`src/rtl/uart_rx.sv`:
```
// 8N1-style serial receiver: 2-flop input synchronizer, mid-bit sampling FSM,
// one-entry holding register with valid/ready handshake and sticky overrun.
module uart_rx #(
    parameter int CLKS_PER_BIT = 1406,
    parameter int DATA_BITS    = 8,
    parameter int PARITY       = 0
) (
    input  logic                 clock,
    input  logic                 reset_b,
    input  logic                 rxd,
    output logic [DATA_BITS-1:0] data,
    output logic                 valid,
    input  logic                 ready,
    output logic                 frame_err,
    output logic                 parity_err,
    output logic                 overrun,
    input  logic                 clear_overrun,
    output logic                 busy
);

    localparam int CW = $clog2(CLKS_PER_BIT);
    localparam int IW = $clog2(DATA_BITS);
    localparam logic [CW-1:0] HALF_LAST = CW'(CLKS_PER_BIT / 2 - 1);
    localparam logic [CW-1:0] FULL_LAST = CW'(CLKS_PER_BIT - 1);
    localparam logic [IW-1:0] LAST_IDX  = IW'(DATA_BITS - 1);

    typedef enum logic [2:0] {
        S_IDLE,
        S_START,
        S_DATA,
        S_PARITY,
        S_STOP,
        S_WAIT_HIGH
    } state_e;

    state_e                 state_q, state_d;
    logic                   sync1_q, rxs_q;
    logic [CW-1:0]          cnt_q, cnt_d;
    logic [IW-1:0]          idx_q, idx_d;
    logic [DATA_BITS-1:0]   shift_q, shift_d;
    logic                   perr_q, perr_d;
    logic [DATA_BITS-1:0]   data_q, data_d;
    logic                   valid_q, valid_d;
    logic                   ferr_q, ferr_d;
    logic                   perr_hold_q, perr_hold_d;
    logic                   ovr_q, ovr_d;
    logic                   ovr_set;
    logic                   par_x;

    // Synchronizer idles high so reset never looks like a start bit.
    always_ff @(posedge clock or negedge reset_b) begin
        if (!reset_b) begin
            sync1_q <= 1'b1;
            rxs_q   <= 1'b1;
        end else begin
            sync1_q <= rxd;
            rxs_q   <= sync1_q;
        end
    end

    always_ff @(posedge clock or negedge reset_b) begin
        if (!reset_b) begin
            state_q     <= S_IDLE;
            cnt_q       <= '0;
            idx_q       <= '0;
            shift_q     <= '0;
            perr_q      <= 1'b0;
            data_q      <= '0;
            valid_q     <= 1'b0;
            ferr_q      <= 1'b0;
            perr_hold_q <= 1'b0;
            ovr_q       <= 1'b0;
        end else begin
            state_q     <= state_d;
            cnt_q       <= cnt_d;
            idx_q       <= idx_d;
            shift_q     <= shift_d;
            perr_q      <= perr_d;
            data_q      <= data_d;
            valid_q     <= valid_d;
            ferr_q      <= ferr_d;
            perr_hold_q <= perr_hold_d;
            ovr_q       <= ovr_d;
        end
    end

    always_comb begin
        state_d     = state_q;
        cnt_d       = cnt_q + CW'(1);
        idx_d       = idx_q;
        shift_d     = shift_q;
        perr_d      = perr_q;
        data_d      = data_q;
        valid_d     = valid_q;
        ferr_d      = ferr_q;
        perr_hold_d = perr_hold_q;
        ovr_set     = 1'b0;
        par_x       = (^shift_q) ^ rxs_q;

        if (valid_q && ready) begin
            valid_d = 1'b0;
        end

        case (state_q)
            S_IDLE: begin
                cnt_d  = '0;
                perr_d = 1'b0;
                if (!rxs_q) begin
                    state_d = S_START;
                end
            end
            S_START: begin
                if (cnt_q == HALF_LAST) begin
                    cnt_d = '0;
                    idx_d = '0;
                    // A start bit that is gone by mid-bit was a glitch.
                    state_d = rxs_q ? S_IDLE : S_DATA;
                end
            end
            S_DATA: begin
                if (cnt_q == FULL_LAST) begin
                    cnt_d   = '0;
                    shift_d = {rxs_q, shift_q[DATA_BITS-1:1]};
                    if (idx_q == LAST_IDX) begin
                        state_d = (PARITY != 0) ? S_PARITY : S_STOP;
                    end else begin
                        idx_d = idx_q + IW'(1);
                    end
                end
            end
            S_PARITY: begin
                if (cnt_q == FULL_LAST) begin
                    cnt_d   = '0;
                    perr_d  = (PARITY == 2) ? ~par_x : par_x;
                    state_d = S_STOP;
                end
            end
            S_STOP: begin
                if (cnt_q == FULL_LAST) begin
                    cnt_d = '0;
                    // A simultaneous transfer frees the slot for this byte.
                    if (!valid_q || ready) begin
                        data_d      = shift_q;
                        ferr_d      = ~rxs_q;
                        perr_hold_d = perr_q;
                        valid_d     = 1'b1;
                    end else begin
                        ovr_set = 1'b1;
                    end
                    state_d = rxs_q ? S_IDLE : S_WAIT_HIGH;
                end
            end
            S_WAIT_HIGH: begin
                cnt_d = '0;
                if (rxs_q) begin
                    state_d = S_IDLE;
                end
            end
            default: begin
                cnt_d   = '0;
                state_d = S_IDLE;
            end
        endcase

        if (ovr_set) begin
            ovr_d = 1'b1;
        end else if (clear_overrun) begin
            ovr_d = 1'b0;
        end else begin
            ovr_d = ovr_q;
        end
    end

    assign data       = data_q;
    assign valid      = valid_q;
    assign frame_err  = ferr_q;
    assign parity_err = perr_hold_q;
    assign overrun    = ovr_q;
    assign busy       = (state_q != S_IDLE);

endmodule

```
`config.mk`:
```
export PLATFORM = sky130hd
export DESIGN_NAME = uart_rx
export DESIGN_NICKNAME = d
export VERILOG_FILES = /design/src/rtl/uart_rx.sv
export SDC_FILE = /design/constraint.sdc
export NUM_CORES = 1
export LEC_CHECK = 0
export CORE_MARGIN = 5
export CORE_UTILIZATION = 51
export DETAILED_ROUTE_END_ITERATION = 6
export GPL_ROUTABILITY_DRIVEN = 1
export PLACE_DENSITY = 0.75
export SYNTH_ARGS = -nofsm -noshare
export SYNTH_HDL_FRONTEND = slang
export SYNTH_SLANG_ARGS = --single-unit
```
`constraint.sdc`:
```
create_clock -name clock -period 1.75 [get_ports clock]
set_input_delay 0.35 -clock clock [delete_from_list [all_inputs] [get_ports clock]]
set_output_delay 0.35 -clock clock [all_outputs]
set_load 0.05 [all_outputs]
```
* Word-level counts from Yosys, hierarchy flattened *
Index checks and enable logic that the tools add are counted.

word-level totals
  flip-flop bits (word level) = 40
  latch bits = 0
  bits in writable memories = 0
  memory bits (read-only) = 0
  input bits = 5
  output and inout bits = 13
  logic and storage cells = 75
  memories = 0

operators by class
  add/subtract/negate cells = 2
  multipliers = 0
  div/mod/pow operators = 0
  $lt $le $gt $ge = 0
  equality and inequality tests = 16
  shift-type cells = 0
  multiplexer cells = 28
  bitwise gates (word level) = 2
  reductions and logical operators = 15

operators with widths
  kind                                                               count
  3-bit 2-to-1 mux                                                   11
  11-bit 2-to-1 mux                                                  2
  11-bit case mux with 2 select lines                                1
  3-bit case mux with 6 select lines                                 1
  2-bit != test, second input constant                               8
  11-bit by 1-bit adder with 11-bit output, second input constant    1
  11-bit by 10-bit == test with 1-bit output, second input constant  1
  11-bit == test, second input constant                              1
  1-bit 2-to-1 mux                                                   10
  3-bit == test, second input constant                               3
  8-bit XOR reduction                                                1
  7-bit AND reduction                                                1
  3-bit by 2-bit == test with 1-bit output, second input constant    2
  3-bit case mux with 2 select lines                                 1
  2-bit nonzero test                                                 3
  2-bit AND reduction                                                2
  4-bit AND reduction                                                1
  3-bit by 1-bit adder with 3-bit output, second input constant      1
  3-bit by 1-bit == test with 1-bit output, second input constant    1
  3-bit logical NOT                                                  1
  3-bit AND reduction                                                1
  3-bit nonzero test                                                 1
  3-bit OR reduction                                                 1
  2-bit 2-to-1 mux                                                   1
  6 further kinds                                                    6

* Logic depth before layout (Yosys ltp) *
  depth after elaboration = 6
  gate-level depth with buffers = 9
  depth with buffers taken out = 7

* Worst setup path after synthesis *
Ideal clock, no wire load.

  kind = reg2reg
  start point = register cnt_q[0]
  end point = register data_q[0], in the netlist data[0]
  setup time = 125 ps
  data arrival time = 1633 ps
  data required time = 1625 ps
  path slack = -8 ps
  stages on the path, launching flop included = 8
  path buffers = 2
  period minus slack after synthesis = 1758 ps
  cells stage by stage = dfrtp_1 > ha_1 > and4b_1 > and3_1 > buf_6 > nand4_4 > buf_6 > mux2_4

between the ends
  longest elaborated chain between the ends = 2

RTL lines
  item                                  RTL line  text
  from (decl)                           38        logic [CW-1:0] cnt_q, cnt_d;
  from (signal assigned)                75        cnt_q <= cnt_d;
  11-bit == test                        139       if (cnt_q == FULL_LAST) begin
  3-bit AND reduction (no source line)  n/a
  to (signal assigned)                  79        data_q <= data_d;
  to (decl)                             42        logic [DATA_BITS-1:0] data_q, data_d;

No other way between the ends.
A chain may end at the register's enable or synchronous reset.

* Worst setup path after layout *
  start point = register cnt_q[1]
  end point = register state_q[0]

between the ends
  longest elaborated chain between the ends = 3
  elaborated cells on any way between the ends = 7
  those cells by class = eq/ne (6); reduce/logical (1)

RTL lines
  item                                                                                 RTL line  text
  11-bit == test / 11-bit by 10-bit == test with 1-bit output (equally long branches)  n/a
  2-bit != test (no source line)                                                       n/a
  7-bit AND reduction (no source line) *                                               n/a
  to (signal assigned)                                                                 74        state_q <= state_d;
  to (decl)                                                                            36        state_e state_q, state_d;

Every way passes the cells marked *; elsewhere a longest branch is shown, timed or not.

==> results by group <==
Logic synthesis
  • Cell Area, Synth: 1970 um^2
  • Yosys top cell by area: dfrtp_1
  • Seq cells post-synth: 40
  • Netlist cell types: 42
  • Post-synth net total: 180
  • Syn avg cell area: 11.6 um^2
  • Synth area leaders: dfrtp_1 48%, mux2_4 6.8%, mux2_2 5.7%
  • Register area share after synthesis: 50.9%
  • Synth top area share: 48.2%
  • Ys Warns: 0
  • Post-Syn Instances: 170

Final layout
  • Fraction of layout cells with a size suffix above 1: 46.9%
  • Area grow syn2layout: 33.5%
  • # diodes: 0
  • Most frequent cells in the layout: 38 x dfrtp_1, 29 x buf_4, 18 x mux2_4, 11 x nand2_1, 10 x xnor2_1
  • Layout Nets: 220
  • Design area: 2630 um^2
  • Most common cell after layout, fill and taps aside: dfrtp_1

Clocking
  • TritonCTS clock tree: done
  • Post-CTS Hold Fix Bufs: 0
  • Total clock sinks: 40
  • Worst-Skew Late Latency: 0.30 ns
  • CTS H-Tree Depth: 2
  • Clock root buffer: clkbuf_8
  • Reg clk slew, reported paths: 0.08 ns
  • CTS Buf Count: 5
  • CTS Buffer Depth: 2

Setup path
  • CP startpoint: cnt_q[1]
  • WS Path Type: register to register
  • Critical R2R Capture: state_q[0]
  • Critical Path RT: 1.93 ns
  • Crit-path max FO: 3
  • Reg2Reg Depth: 7
  • CP Capture Point: state_q[0]
  • Setup crit end kind: register
  • Reg2Reg Setup Slack: -0.04 ns
  • CP arrival: 1.97 ns
  • Critical R2R Launch: cnt_q[1]
  • Crit start category: register

Power and ir drop
  • P_leak: 1.24 nW
  • VDD IR max: 0.494 mV
  • Total power: 1.61 mW
  • Power Density: 610 nW/um^2

Routing
  • Drt total wl: 4550 um
  • DR DRC count: 0
  • Total number of vias: 1394
  • Post-DRT Antenna Nets: 0
  • 1st-iter DRT viols: 108
  • Drt wl/cell: 17.6 um
  • First drt pass iteration count: 4
  • Vias/cell: 5.38

GRT
  • Vias in the first global route: 1525
  • Initial antenna violation count: 0
  • Grt total ovfl: 0
  • Pin count of the biggest net entering global routing: 41
  • First-pass GRT wire length: 6840 um
  • Gr usage total: 16.8%

Placement
  • Placed instance area: 2260 um^2
  • Global placer's final weighted congestion: 0.801
  • DP Wirelength: 2710 um
  • Port Buffers: 17

Timing
  • RSZ-0062 raised after global routing: true
  • FMAX: 560 MHz
  • TNS Setup: -0.290 ns
  • Clk_skew: 0.00594 ns
  • Endpoints failing setup: 14
  • WHS: 0.103 ns
  • Max Slew Vio Count: 0
  • Setup slack after layout: -0.0355 ns
  • Crit share post-route: 102%
  • Final Critical Period: 1.79 ns
  • Final Hold Fails: 0
  • Slew @ Worst Pin: 0.500 ns
  • Slew HR: 66.6%

Die
  • Core area: 3720 um^2
  • Initial core utilization: 53.1%
  • Num rows: 22
  • Width of the die: 72.2 um
  • Die Y: 72.2 um
  • Die ar.: 5210 um^2
  • Io pins: 18

Status
  • Status: finished with violations
  • Failing checks: negative setup slack

Worst hold path
  • Hold/Removal Path Class: input pin to async pin

Job
  • Max-Cap Viols: 0
[metrics by stage]
step                      utilization, %  setup slack [ns]  cells
after CTS                           65.5           -0.0166    256
after floorplan                        -           0.00747    170
after detailed placement            60.8           -0.0865    247
after global routing                70.9            -0.107    259
final                               70.9           -0.0355    259
after global placement              60.8           -0.0486    247
[worst min-delay path by stage]
stage | from | end | slack [ns] | cells past startpoint
final | reset_b | parity_err | 0.10 | 2
after global routing | reset_b | shift_q[0] | 0.15 | 2
after CTS | reset_b | parity_err | 0.11 | 2
after detailed placement | sync1_q | rxs_q | 0.35 | 0
after global placement | sync1_q | rxs_q | 0.35 | 0
after floorplan | reset_b | cnt_q[0] | 0.05 | 0
[Yosys cell counts (all sizes together)]
| cell type | number |
|---|---|
| a211o | 1 |
| a21boi | 1 |
| a21oi | 1 |
| a32oi | 1 |
| and2 | 1 |
| and2b | 1 |
| and3 | 5 |
| and4 | 1 |
| and4b | 1 |
| and4bb | 1 |
| buf | 5 |
| clkbuf | 2 |
| dfrtp | 38 |
| dfstp | 2 |
| ha | 5 |
| inv | 7 |
| mux2 | 19 |
| mux2i | 2 |
| nand2 | 11 |
| nand2b | 1 |
| nand3 | 9 |
| nand4 | 2 |
| nand4b | 1 |
| nor2 | 18 |
| nor2b | 1 |
| nor3 | 3 |
| o2111ai | 1 |
| o21ai | 8 |
| o22ai | 1 |
| o31ai | 1 |
| or2 | 1 |
| or2b | 1 |
| xnor2 | 10 |
| xor2 | 7 |
[flip-flops by register name, summed over array words and instances (netlist names)]
name        cells
valid           1
state_q         3
shift_q         8
idx_q           3
frame_err       1
rxs_q           1
sync1_q         1
parity_err      1
overrun         1
cnt_q          11
data            8
perr_q          1
[worst max-delay path: stages, from the launching register on]
cell     delay (ns)
dfrtp_1        0.39
inv_2          0.08
ha_4           0.13
and4b_2        0.28
nand3_4        0.12
a32oi_2        0.23
nand3_2        0.13
mux2_4         0.31
[cell families after synthesis]
kind of cell | count (synthesis) | share of synthesized area [%]
AOI/OAI and AO/OA | 15 | 4.88
DFF | 40 | 50.9
muxes | 21 | 13.6
and+or+nand+nor | 58 | 16.2
xor gates and xnor gates | 17 | 7.55
adders and majority gates | 5 | 3.17
buffers and inverters | 14 | 3.80
[report_power, final]
group	internal [mW]	switching (mW)
clock	0.320	0.324
sequential	0.928	0.00428
combinational	0.00984	0.0197
[metal layers]
| layer | wire (um) | vias up | track usage [%] |
|---|---|---|---|
| li1 | - | 657 | - |
| met1 | 1920 | 699 | 19.7 |
| met2 | 2400 | 27 | 28.5 |
| met3 | 144 | 11 | 5.26 |
| met4 | 92 | 0 | 6.68 |
| met5 | 0 | - | 0 |
[cell type report]
type,instances,area [um^2]
Sequential cell,40,1000
Inverter,7,28.8
Tap cell,48,60.1
Fill cell,246,1080
Clock buffer,7,86.3
Timing Repair Buffer,40,353
Multi-Input combinational cell,116,1090
Clock inverter,1,7.51
[repair_timing]
item	CTS	global route
gates resized for setup	16	43
endpoints found under the setup margin	32	36
cloned	0	1
pin swaps	8	15
setup buffers	1	2
(Power assumes the default switching activity.)
